$ cat src/rtl/core_pkg.sv
// core_pkg: shared datapath widths and operand forwarding select encoding.
package core_pkg;
    localparam int XLEN   = 32;
    localparam int REG_AW = 5;
    typedef enum logic [1:0] {FWD_RF, FWD_MEM, FWD_WB, FWD_ZERO} fwd_sel_e;
endpackage

$ cat src/rtl/operand_bypass.sv
// operand_bypass: resolves one source operand from x0, EX/MEM, WB or register file data.
module operand_bypass
    import core_pkg::*;
#(
    parameter int XLEN = core_pkg::XLEN,
    parameter int AW   = core_pkg::REG_AW
) (
    input  logic [AW-1:0]   idx,
    input  logic [XLEN-1:0] rf_data,
    input  logic            mem_fwd_en,
    input  logic [AW-1:0]   mem_rd_addr,
    input  logic [XLEN-1:0] mem_rd_data,
    input  logic            wb_en,
    input  logic [AW-1:0]   wb_rd_addr,
    input  logic [XLEN-1:0] wb_rd_data,
    output logic [XLEN-1:0] data,
    output fwd_sel_e        sel
);
    // WB must be bypassed: the register file only commits it at the coming edge.
    assign sel  = (idx == '0) ? FWD_ZERO :
                  (mem_fwd_en && mem_rd_addr == idx) ? FWD_MEM :
                  (wb_en && wb_rd_addr == idx) ? FWD_WB : FWD_RF;
    assign data = (sel == FWD_MEM) ? mem_rd_data :
                  (sel == FWD_WB)  ? wb_rd_data  :
                  (sel == FWD_RF)  ? rf_data     : '0;
endmodule

$ cat src/rtl/id_ex_operand_stage.sv
// id_ex_operand_stage: ID/EX register with operand bypass and load-use bubble insertion.
// Optional OPFETCH_PERF_EN adds perf_bubble_cnt counting inserted load-use bubbles.
module id_ex_operand_stage
    import core_pkg::*;
#(
    parameter int XLEN = core_pkg::XLEN,
    parameter int NREG = 32,
    localparam int AW  = $clog2(NREG)
) (
    input  logic            clk,
    input  logic            rst,
    input  logic            stall,
    input  logic            flush,
    input  logic            id_valid,
    input  logic [AW-1:0]   id_rs1_addr,
    input  logic [AW-1:0]   id_rs2_addr,
    input  logic [AW-1:0]   id_rd_addr,
    input  logic            id_uses_rs1,
    input  logic            id_uses_rs2,
    input  logic            id_is_load,
    input  logic            id_reg_write,
    input  logic [XLEN-1:0] id_rs1_data,
    input  logic [XLEN-1:0] id_rs2_data,
    input  logic            mem_fwd_en,
    input  logic [AW-1:0]   mem_rd_addr,
    input  logic [XLEN-1:0] mem_rd_data,
    input  logic            wb_en,
    input  logic [AW-1:0]   wb_rd_addr,
    input  logic [XLEN-1:0] wb_rd_data,
    output logic            hazard_stall,
    output logic            ex_valid,
    output logic [XLEN-1:0] ex_rs1_data,
    output logic [XLEN-1:0] ex_rs2_data,
    output logic [AW-1:0]   ex_rd_addr,
    output logic            ex_is_load,
    output logic            ex_reg_write
`ifdef OPFETCH_PERF_EN
    ,
    output logic [31:0]     perf_bubble_cnt
`endif
);
    logic [XLEN-1:0] rs1_byp, rs2_byp, rs1_res, rs2_res;
    fwd_sel_e        rs1_sel, rs2_sel;

    operand_bypass #(.XLEN(XLEN), .AW(AW)) u_rs1 (
        .idx(id_rs1_addr), .rf_data(id_rs1_data),
        .mem_fwd_en(mem_fwd_en), .mem_rd_addr(mem_rd_addr), .mem_rd_data(mem_rd_data),
        .wb_en(wb_en), .wb_rd_addr(wb_rd_addr), .wb_rd_data(wb_rd_data),
        .data(rs1_byp), .sel(rs1_sel)
    );

    operand_bypass #(.XLEN(XLEN), .AW(AW)) u_rs2 (
        .idx(id_rs2_addr), .rf_data(id_rs2_data),
        .mem_fwd_en(mem_fwd_en), .mem_rd_addr(mem_rd_addr), .mem_rd_data(mem_rd_data),
        .wb_en(wb_en), .wb_rd_addr(wb_rd_addr), .wb_rd_data(wb_rd_data),
        .data(rs2_byp), .sel(rs2_sel)
    );

    assign rs1_res = (rs1_sel == FWD_ZERO) ? '0 : rs1_byp;
    assign rs2_res = (rs2_sel == FWD_ZERO) ? '0 : rs2_byp;

    assign hazard_stall = ex_valid && ex_is_load && ex_rd_addr != '0 && id_valid && !flush &&
                          ((id_uses_rs1 && id_rs1_addr == ex_rd_addr) ||
                           (id_uses_rs2 && id_rs2_addr == ex_rd_addr));

    // Flush beats stall; a hazard bubble only lands when the pipe is advancing.
    always_ff @(posedge clk or posedge rst) begin
        if (rst) begin
            ex_valid     <= 1'b0;
            ex_rs1_data  <= '0;
            ex_rs2_data  <= '0;
            ex_rd_addr   <= '0;
            ex_is_load   <= 1'b0;
            ex_reg_write <= 1'b0;
        end else if (flush || (!stall && hazard_stall)) begin
            ex_valid     <= 1'b0;
            ex_is_load   <= 1'b0;
            ex_reg_write <= 1'b0;
        end else if (!stall) begin
            ex_valid     <= id_valid;
            ex_rs1_data  <= rs1_res;
            ex_rs2_data  <= rs2_res;
            ex_rd_addr   <= id_rd_addr;
            ex_is_load   <= id_valid && id_is_load;
            ex_reg_write <= id_valid && id_reg_write;
        end
    end

`ifdef OPFETCH_PERF_EN
    always_ff @(posedge clk or posedge rst) begin
        if (rst)
            perf_bubble_cnt <= '0;
        else if (hazard_stall && !stall)
            perf_bubble_cnt <= perf_bubble_cnt + 32'd1;
    end
`endif
endmodule
$ cat config.mk
export PLATFORM = sky130hd
export DESIGN_NAME = id_ex_operand_stage
export DESIGN_NICKNAME = d
export VERILOG_FILES = /design/src/rtl/core_pkg.sv /design/src/rtl/operand_bypass.sv /design/src/rtl/id_ex_operand_stage.sv
export SDC_FILE = /design/constraint.sdc
export NUM_CORES = 1
export LEC_CHECK = 0
export ABC_AREA = 1
export BUFFER_PORTS_ARGS = -buffer_cell sky130_fd_sc_hd__buf_2
export CELL_PAD_IN_SITES_DETAIL_PLACEMENT = 0
export CELL_PAD_IN_SITES_GLOBAL_PLACEMENT = 1
export CORE_MARGIN = 3
export CORE_UTILIZATION = 30
export DETAILED_ROUTE_END_ITERATION = 8
export HOLD_SLACK_MARGIN = 0.02
export PLACE_DENSITY_LB_ADDON = 0.1
export SYNTH_ARGS = -nofsm -noshare
export SYNTH_HDL_FRONTEND = slang
export SYNTH_HIERARCHICAL = 1
export SYNTH_SLANG_ARGS = --single-unit
$ cat constraint.sdc
create_clock -name clk -period 2.1 [get_ports clk]
set_clock_uncertainty 0.1 [all_clocks]
set_input_delay 0.105 -clock clk [delete_from_list [all_inputs] [get_ports clk]]
set_output_delay 0.105 -clock clk [all_outputs]
set_load 0.005 [all_outputs]
==> results.toml, run 1 <==
[worst_hold_path]
hold_class = "input port to flip-flop"
holdPathStages = 3

[timing]
max_slew_margin_pct = 65.3
period_minus_slack_ns = 1.92
hold_violations = 0
finalSetupTns_ns = 0
period_share_pct = 91.6
timing.hold.ws_ns = 0.0579
rsz0062_at_grt = "false"
setup_viol = 0
fmax_ghz = 0.520
worstMarginPinSlew_ns = 0.521
slew_violations = 0

[critical_path]
cp_slowest_stage_delay_ns = 0.41
crit_path_start_kind = "flip-flop"
cpMostUsedCell = "inv_1"
crit_required_ns = 1.89
arrival_ns = 1.72
critPathSlowestCell = "dfrtp_1"
crit_chain = "inv_1, nand4_1, o21ai_1, inv_1, nand2_4, buf_12, inv_1, buf_2"
end_kind = "primary output"
cp_max_fo = 27
path_class = "flip-flop to primary output"
reg2reg_depth = 9

[global_routing]
grt_pass1_vias = 6995
grtUsageTotal_pct = 22.7
grt_max_degree = 58
grt_overflow_total = 0
antenna_found_initial = 1
grt_pass1_wl_mm = 39.4

[drt]
drc = 0
wire_per_inst_um = 17.5
routed_wl_mm = 24.9
antenna_left = 0
drt_iter0_drc = 501
vias_per_cell = 5.06
via_count = 7207
dr.pass1.iters = 4

[power]
leakage_uw = 0.00445
ir_drop_v = 0.000286
power_density_nw_per_um2 = 568

[cts]
cts_buffer_depth = 2
htree_levels = 3
cts_tree = "yes"
cts.clk_slew.worst_paths_ns = 0.06
root_buffer = "clkbuf_16"
postCtsSetupRepairBufs = 0
numClockSinks = 72
insertion_delay_ns = 0.34
cts-buffers-inserted = 9

[synthesis]
synth_cells = 948
synth_cell_type_count = 17
synth_area_um2 = 5970
synth_fp_nets = 1112
ys_ff_latch = 72
synth-seq-area-share_pct = 30.2
synth_warnings = 6
syn_avg_cell_area_um2 = 6.29

[place]
gp_congestion = 0.818
port_buffers = 236
place_hpwl_mm = 18.1

[cells_and_area]
layout.nets = 1321
final_cell_mix = "nand2_1 (303), buf_2 (236), nand4_1 (201)"
layout-drive-gt1-share_pct = 27.3
final_common_cell = "nand2_1"
areaGrowthSynthToFinish_pct = 29.3

[die]
die_w_um = 147
io_pins = 237
die_h_um = 147
die_area_um2 = 21600
core_area_um2 = 19100
rows = 50
start_util_pct = 31.2

[job]
maxCapViolCount = 0

[status]
status = "complete, no violations"
## timing repair
action	CTS	global route
endpoints found under the setup margin	0	1
hold buffers	9	0
endpoints found under the hold margin	79	0
resized for setup	0	1
## metrics by stage
| stage | area [um2] | worst slack [ns] | util, % | total power [uW] | instances |
|---|---|---|---|---|---|
| global route | 7710 | 0.0274 | 40.3 | 4670 | 1422 |
| floorplan | 5970 | 0.0701 | - | 2330 | 948 |
| CTS | 7710 | 0.151 | 40.3 | 4440 | 1422 |
| global placement | 7340 | 0.262 | 38.4 | 2960 | 1397 |
| detailed placement | 7340 | 0.263 | 38.4 | 2960 | 1397 |
| finish | 7710 | 0.177 | 40.3 | 4380 | 1423 |
## state kept, by name, summed over array words and instances, names as in the netlist
name	count
ex_is_load	1
ex_reg_write	1
ex_rs1_data	32
ex_valid	1
ex_rs2_data	32
ex_rd_addr	5
## worst max-delay path: cells and delay by family, from the launching register on
kind	cells	cell delay, ns
AO/OA/AOI/OAI	1	0.14
flip-flops	1	0.41
buffers and inverters	5	0.56
AND/OR/NAND/NOR	2	0.25
## where the power goes
part / internal (uW) / leakage [uW] / switching (uW)
Combinational: 530 / 0.00342 / 688
Clock: 800 / 0.000132 / 648
Sequential: 1580 / 0.000898 / 136
## cell type report
class	count	area, um2
Fill cell	2230	11400
Multi-Input combinational cell	675	3200
Sequential cell	72	1800
Timing Repair Buffer	281	1670
Inverter	118	444
Tap cell	260	325
Clock buffer	9	225
Clock inverter	7	47.5
Antenna cell	1	2.50
## final timing paths
check / from / end / slack (ns)
min: id_rd_addr[4] / ex_rd_addr[4] / 0.06
min reg2reg: ex_rs1_data[15] / ex_rs1_data[15] / 0.36
max: ex_rd_addr[3] / hazard_stall / 0.18
max in group asynchronous: rst / ex_rd_addr[2] / 1.17
min in group asynchronous: rst / ex_rs2_data[7] / 0.31
max reg2reg: ex_rd_addr[3] / ex_rd_addr[4] / 0.27
## cells in the mapped netlist
cell type | number | area share (%)
nand3_1 | 68 | 5.7
dfrtp_1 | 72 | 30
inv_2 | 15 | 0.94
nor2_1 | 92 | 5.8
clkbuf_1 | 20 | 1.3
buf_4 | 16 | 2.0
nor2_4 | 2 | 0.38
nand3_2 | 5 | 0.84
nand2_2 | 1 | 0.10
o21ai_1 | 1 | 0.084
nand2_1 | 303 | 19
nand4_1 | 201 | 21
inv_1 | 103 | 6.5
buf_6 | 21 | 4.0
buf_2 | 14 | 1.2
a21oi_1 | 2 | 0.17
buf_1 | 12 | 0.75
## cells by family after synthesis
logic type | synth area share (%)
AND/OR/NAND/NOR | 53.0
buffers and inverters | 16.6
AO/OA/AOI/OAI | 0.252
flip-flops | 30.2
## metal layers
layer  global-route usage [%]  vias up  wire length (um)
met5                        0        -                 0
met4                     5.55        0               373
met3                     3.33       24              1590
met2                     35.9      276             11400
met1                     32.8     3339             11600
li1                         -     3568                 -
(Power assumes the default switching activity.)
==> inputs of run 2 (changes only) <==
CORE_UTILIZATION = 33   (was 30)
SETUP_SLACK_MARGIN = 0.4   (was unset)
clock period = 2.07 ns   (was 2.1 ns; I/O delays follow)
==> results.toml, run 2 (synthesis gave the netlist of run 1 again) <==
[timing]
worstMarginPinSlew_ns = 0.412
slew_violations = 0
rsz0062_at_grt = "true"
fmax_ghz = 0.576
hold_violations = 0
max_slew_margin_pct = 72.5
period_minus_slack_ns = 1.74
period_share_pct = 83.9
finalSetupTns_ns = 0
setup_viol = 0

[place]
port_buffers = 236
place_hpwl_mm = 16.8
gp_congestion = 0.846

[cts]
cts-buffers-inserted = 9
cts_tree = "yes"
numClockSinks = 72
htree_levels = 3
cts_buffer_depth = 2
root_buffer = "clkbuf_16"
insertion_delay_ns = 0.34
cts.clk_slew.worst_paths_ns = 0.06

[cells_and_area]
fillCellCount = 1935
num_antenna_cells = 0
final_util_pct = 45.3
areaGrowthSynthToFinish_pct = 32.7
layout.nets = 1332
layout-drive-gt1-share_pct = 28.4
top_regs = "ex_rs1_data: 32 flops, ex_rs2_data: 32 flops, ex_rd_addr: 5 flops"
final_cell_mix = "nand2_1 (302), buf_2 (235), nand4_1 (201)"
final_common_cell = "nand2_1"

[critical_path]
crit_required_ns = 1.87
path_class = "flip-flop to primary output"
arrival_ns = 1.53
cpLargestDelayFamily = "simple AND/OR/NAND/NOR gates"
cp_slowest_stage_delay_ns = 0.38
reg2reg_depth = 12
cp.depth = 10
crit_buf_inv = 4
crit_chain = "inv_2, nand2_1, nand2_1, nor2_1, nand3_1, nand2_2, nand2_4, buf_12, clkinv_4, buf_6"
critPathSlowestCell = "dfrtp_1"
crit_path_start_kind = "flip-flop"
cpMostUsedCell = "nand2_1"
end_kind = "primary output"
cp_max_fo = 4

[die]
start_util_pct = 34.1
io_pins = 237
die_h_um = 140
core_area_um2 = 17500
die_w_um = 140
die_area_um2 = 19700
rows = 48

[drt]
wire_per_inst_um = 17.4
dr.pass1.iters = 5
drc = 0
drt_iter0_drc = 510
antenna_left = 0
vias_per_cell = 5.18
routed_wl_mm = 24.4
via_count = 7245

[power]
power_density_nw_per_um2 = 601
leakage_uw = 0.00456
ir_drop_v = 0.000396

[worst_hold_path]
holdPathStages = 7
hold_class = "input port to flip-flop"

[global_routing]
grt_pass1_vias = 6772
grt_pass1_wl_mm = 38.1
grt_max_degree = 74
grt_overflow_total = 0
grtUsageTotal_pct = 24.0
antenna_found_initial = 1

[status]
status = "complete, no violations"

[job]
maxCapViolCount = 0
run 2: changes by cell type in the layout (fill, tap and decap cells not counted), sizes merged:
cell | before | now
dlygate4sd3 | 9 | 10
buf | 272 | 281
clkbuf | 9 | 13
diode | 1 | 0
clkinv | 5 | 2
inv | 118 | 116
bufinv | 0 | 2
run 2: power breakdown:
part / internal, uW / total, uW / leakage (uW) / switching, uW
Clock: 1130 / 1780 / 0.000159 / 654
Sequential: 1600 / 1720 / 0.000898 / 116
Combinational: 557 / 1260 / 0.00350 / 705
run 2: path summary, 6_finish.rpt:
kind | startpoint | to | slack (ns)
max | ex_rd_addr[0] | hazard_stall | 0.33
min | mem_rd_data[8] | ex_rs1_data[8] | 0.13
max reg2reg | ex_rd_addr[0] | ex_rs2_data[5] | 0.36
min reg2reg | ex_rs1_data[24] | ex_rs1_data[24] | 0.36
max in group asynchronous | rst | ex_rd_addr[4] | 1.21
min in group asynchronous | rst | ex_rs1_data[12] | 0.32
run 2: area by class of cell:
cell class	instances	area, um2	share of cell area [%]
multi-input cells	675	3200	40.4
repair buffers	292	1850	23.3
flip-flops and latches	72	1800	22.8
inverters	118	452	5.70
well taps	225	282	3.56
clock buffers	12	256	3.24
clock inverters	4	76.3	0.964
run 2: what timing repair did:
action,4_1_cts,5_1_grt
endpoints found under the hold margin,80,0
pin swaps,5,6
cloned,2,1
hold buffers,10,0
buffers inserted,9,1
setup endpoints to repair,60,73
resized for setup,8,8
run 2: worst reg2reg max path, stage by stage (launching register included):
cell	delay, ns
dfrtp_1	0.38
inv_2	0.07
nand2_1	0.06
nand2_1	0.07
nor2_1	0.12
nand3_1	0.09
nand2_2	0.09
nand2_4	0.08
buf_4	0.15
nand3_4	0.10
buf_12	0.21
nand2_1	0.07
nand2_1	0.07
run 2: stage by stage:
stage	worst slack (ns)	instances	area (um2)	power [uW]	hold slack [ns]
3_5_place_dp	0.202	1359	7300	2970	0.154
2_1_floorplan	0.389	948	5970	2370	0.153
6_report	0.333	1398	7920	4760	0.128
4_1_cts	0.298	1396	7870	4820	0.121
5_1_grt	0.229	1398	7920	5060	0.162
3_3_place_gp	0.211	1359	7300	2970	0.156
run 2: per-layer routing:
| layer | track usage, % | routed length, um | vias up |
|---|---|---|---|
| met5 | 0 | 17 | - |
| met4 | 6.53 | 425 | 2 |
| met3 | 4.20 | 1670 | 29 |
| met2 | 38.2 | 11400 | 291 |
| met1 | 33.7 | 10900 | 3334 |
| li1 | - | - | 3589 |
==> inputs of run 3 (changes only) <==
ABC_AREA = 0   (was 1)
CORE_UTILIZATION = 35   (was 33)
clock period = 1.68 ns   (was 2.07 ns; I/O delays follow)
==> results.toml, run 3 <==
[timing]
rsz0062_at_grt = "true"
period_share_pct = 118
period_minus_slack_ns = 1.99
max_slew_margin_pct = 69.3
hold_violations = 0
worstMarginPinSlew_ns = 0.460
finalSetupTns_ns = -17.49
setup_viol = 72
setup_slack_ns = -0.310
fmax_ghz = 0.503
slew_violations = 0

[critical_path]
end_kind = "flip-flop"
arrival_ns = 2.12
critPathSlowestCell = "dfrtp_2"
crit_path_start_kind = "flip-flop"
crit_chain = "xnor2_2, nand4_1, o22ai_2, a211o_4, buf_12, mux2_4"
cp_slowest_stage_delay_ns = 0.46
path_class = "flip-flop to flip-flop"
cp_max_fo = 26
crit_required_ns = 1.81

[cells_and_area]
areaGrowthSynthToFinish_pct = 40.6
final_cell_mix = "buf_2 (236), nand4_1 (68), dfrtp_1 (68), buf_4 (68), a22o_1 (66)"
final_area_um2 = 8150
top_regs = "ex_rs1_data: 32 flops, ex_rs2_data: 32 flops, ex_rd_addr: 5 flops"
layout.nets = 1109
layout-drive-gt1-share_pct = 38.3
final_common_cell = "buf_2"

[cts]
cts.clk_slew.worst_paths_ns = 0.06
cts_buffer_depth = 2
insertion_delay_ns = 0.34
numClockSinks = 72
cts_tree = "yes"
root_buffer = "clkbuf_16"
cts-buffers-inserted = 9
postCtsSetupRepairBufs = 0
htree_levels = 3

[global_routing]
grtUsageTotal_pct = 30.3
antenna_found_initial = 8
grt_pass1_wl_mm = 42.9
grt_overflow_total = 0
grt_max_degree = 73
grt_pass1_vias = 7547

[synthesis]
syn_avg_cell_area_um2 = 8.24
synth_common_cells = "dfrtp_1 (72), nand4_1 (68), a22o_1 (66), o21ai_0 (66), nand3_1 (65)"
synth_warnings = 6
async_flop_share_pct = 100
synth-main-ff-cell = "dfrtp_1"
synth_fp_nets = 867
yosysMostFrequentCell = "dfrtp_1"
synth-seq-area-share_pct = 31.1
synth_top_cells_by_area = "dfrtp_1 (31%), a22o_1 (10%), nand4_1 (7.3%), o31ai_1 (7.0%), a31oi_1 (6.9%)"
synth_cell_type_count = 32
synth_cells = 703
synth_area_um2 = 5790
post-synth-top-area-cell = "dfrtp_1"
synth_top_area_share_pct = 31.1
synth_edf_count = 0
ys_ff_latch = 72

[job]
maxCapViolCount = 0

[die]
die_h_um = 135
core_area_um2 = 16100
start_util_pct = 36.1
rows = 46
io_pins = 237
die_area_um2 = 18100
die_w_um = 135

[power]
ir_drop_v = 0.000436
power_density_nw_per_um2 = 810
leakage_uw = 0.00371

[drt]
routed_wl_mm = 28.4
antenna_left = 0
dr.pass1.iters = 8
vias_per_cell = 6.39
wire_per_inst_um = 24.2
drc = 0
via_count = 7487
drt_iter0_drc = 751

[status]
violations = "setup timing"
status = "finished, violations left"

[place]
port_buffers = 236
place_hpwl_mm = 19.2
place_area_um2 = 7650
gp_congestion = 0.937

[worst_hold_path]
hold_class = "input port to flip-flop"
-- run 3: cell types whose count changed in the layout (fill, tap and decap cells not counted), sizes merged, moves of 35 or more --
| cell | previous run | this run |
|---|---|---|
| inv | 116 | 2 |
| a22o | 0 | 66 |
| a31oi | 0 | 64 |
| buf | 281 | 316 |
| nor2 | 94 | 6 |
| o21ai | 1 | 66 |
| nand2 | 304 | 13 |
| o31ai | 0 | 54 |
| nand4 | 201 | 68 |
| and3 | 0 | 64 |
-- run 3: area by class of cell --
type | instances | area [um2]
Sequential cell | 72 | 1810
Tap cell | 216 | 270
Timing Repair Buffer | 325 | 2020
Multi-Input combinational cell | 536 | 3680
Antenna cell | 5 | 12.5
Clock inverter | 7 | 126
Inverter | 1 | 7.51
Fill cell | 1574 | 7910
Clock buffer | 9 | 225
-- run 3: logic make-up (layout without fill, tap and decap cells) --
kind of cell           Yosys count  after routing  synth area share (%)
AO/OA/AOI/OAI                  271            271                  32.6
AND/OR/NAND/NOR                230            230                  22.9
buffers and inverters           95            342                  7.92
flip-flops                      72             72                  31.1
XOR/XNOR                        30             30                  4.53
multiplexers                     5              5                 0.972
other                            0              5                     0
-- run 3: timing repair --
action	in CTS	in global routing
endpoints found under the setup margin	74	73
endpoints found under the hold margin	79	0
pin swaps	2	0
hold buffers	9	0
gates resized for setup	8	1
-- run 3: per-stage QoR --
step                setup slack, ns  instances  hold slack [ns]  utilization, %  total power, uW
global placement             -0.261       1141            0.130            47.7             4200
global route                 -0.345       1171           0.0451            50.7             6890
finish                       -0.310       1171           0.0400            50.7             6600
floorplan                    -0.231        703            0.117               -             3120
detailed placement           -0.302       1141            0.134            47.7             4230
CTS                          -0.266       1166           0.0317            50.6             6610
-- run 3: critical path, delay by kind of cell, from the launching register on --
| kind | cells | cell delay (ns) |
|---|---|---|
| AO/OA/AOI/OAI | 2 | 0.50 |
| flip-flops | 1 | 0.46 |
| multiplexers | 1 | 0.31 |
| buffers and inverters | 1 | 0.17 |
| XOR/XNOR | 1 | 0.16 |
| AND/OR/NAND/NOR | 1 | 0.15 |
-- run 3: per-layer routing --
metal	track usage [%]	wire length, um	up-vias
li1	-	-	3291
met1	39.8	11400	3543
met2	48.0	13100	546
met3	6.52	2840	101
met4	13.5	1070	6
met5	0	34	-
-- run 3: power breakdown --
group	internal [uW]	leakage [uW]	switching [uW]	total, uW
Sequential	1970	0.000890	177	2150
Clock	1470	0.000168	850	2320
Combinational	954	0.00265	1180	2130
Total	4400	0.00371	2200	6600
-- run 3: path summary, 6_finish.rpt --
check / start / to / slack (ns) / depth (start not counted)
worst max-delay path: ex_rd_addr[2] / ex_rd_addr[3] / -0.31 / 6
worst min-delay path: id_valid / ex_valid / 0.04 / 4
worst max register to register: ex_rd_addr[2] / ex_rd_addr[3] / -0.31 / 6
worst min register to register: ex_rs1_data[19] / ex_rs1_data[19] / 0.40 / 1
max in group asynchronous: rst / ex_rd_addr[3] / 0.82 / 4
min in group asynchronous: rst / ex_rs2_data[23] / 0.30 / 4
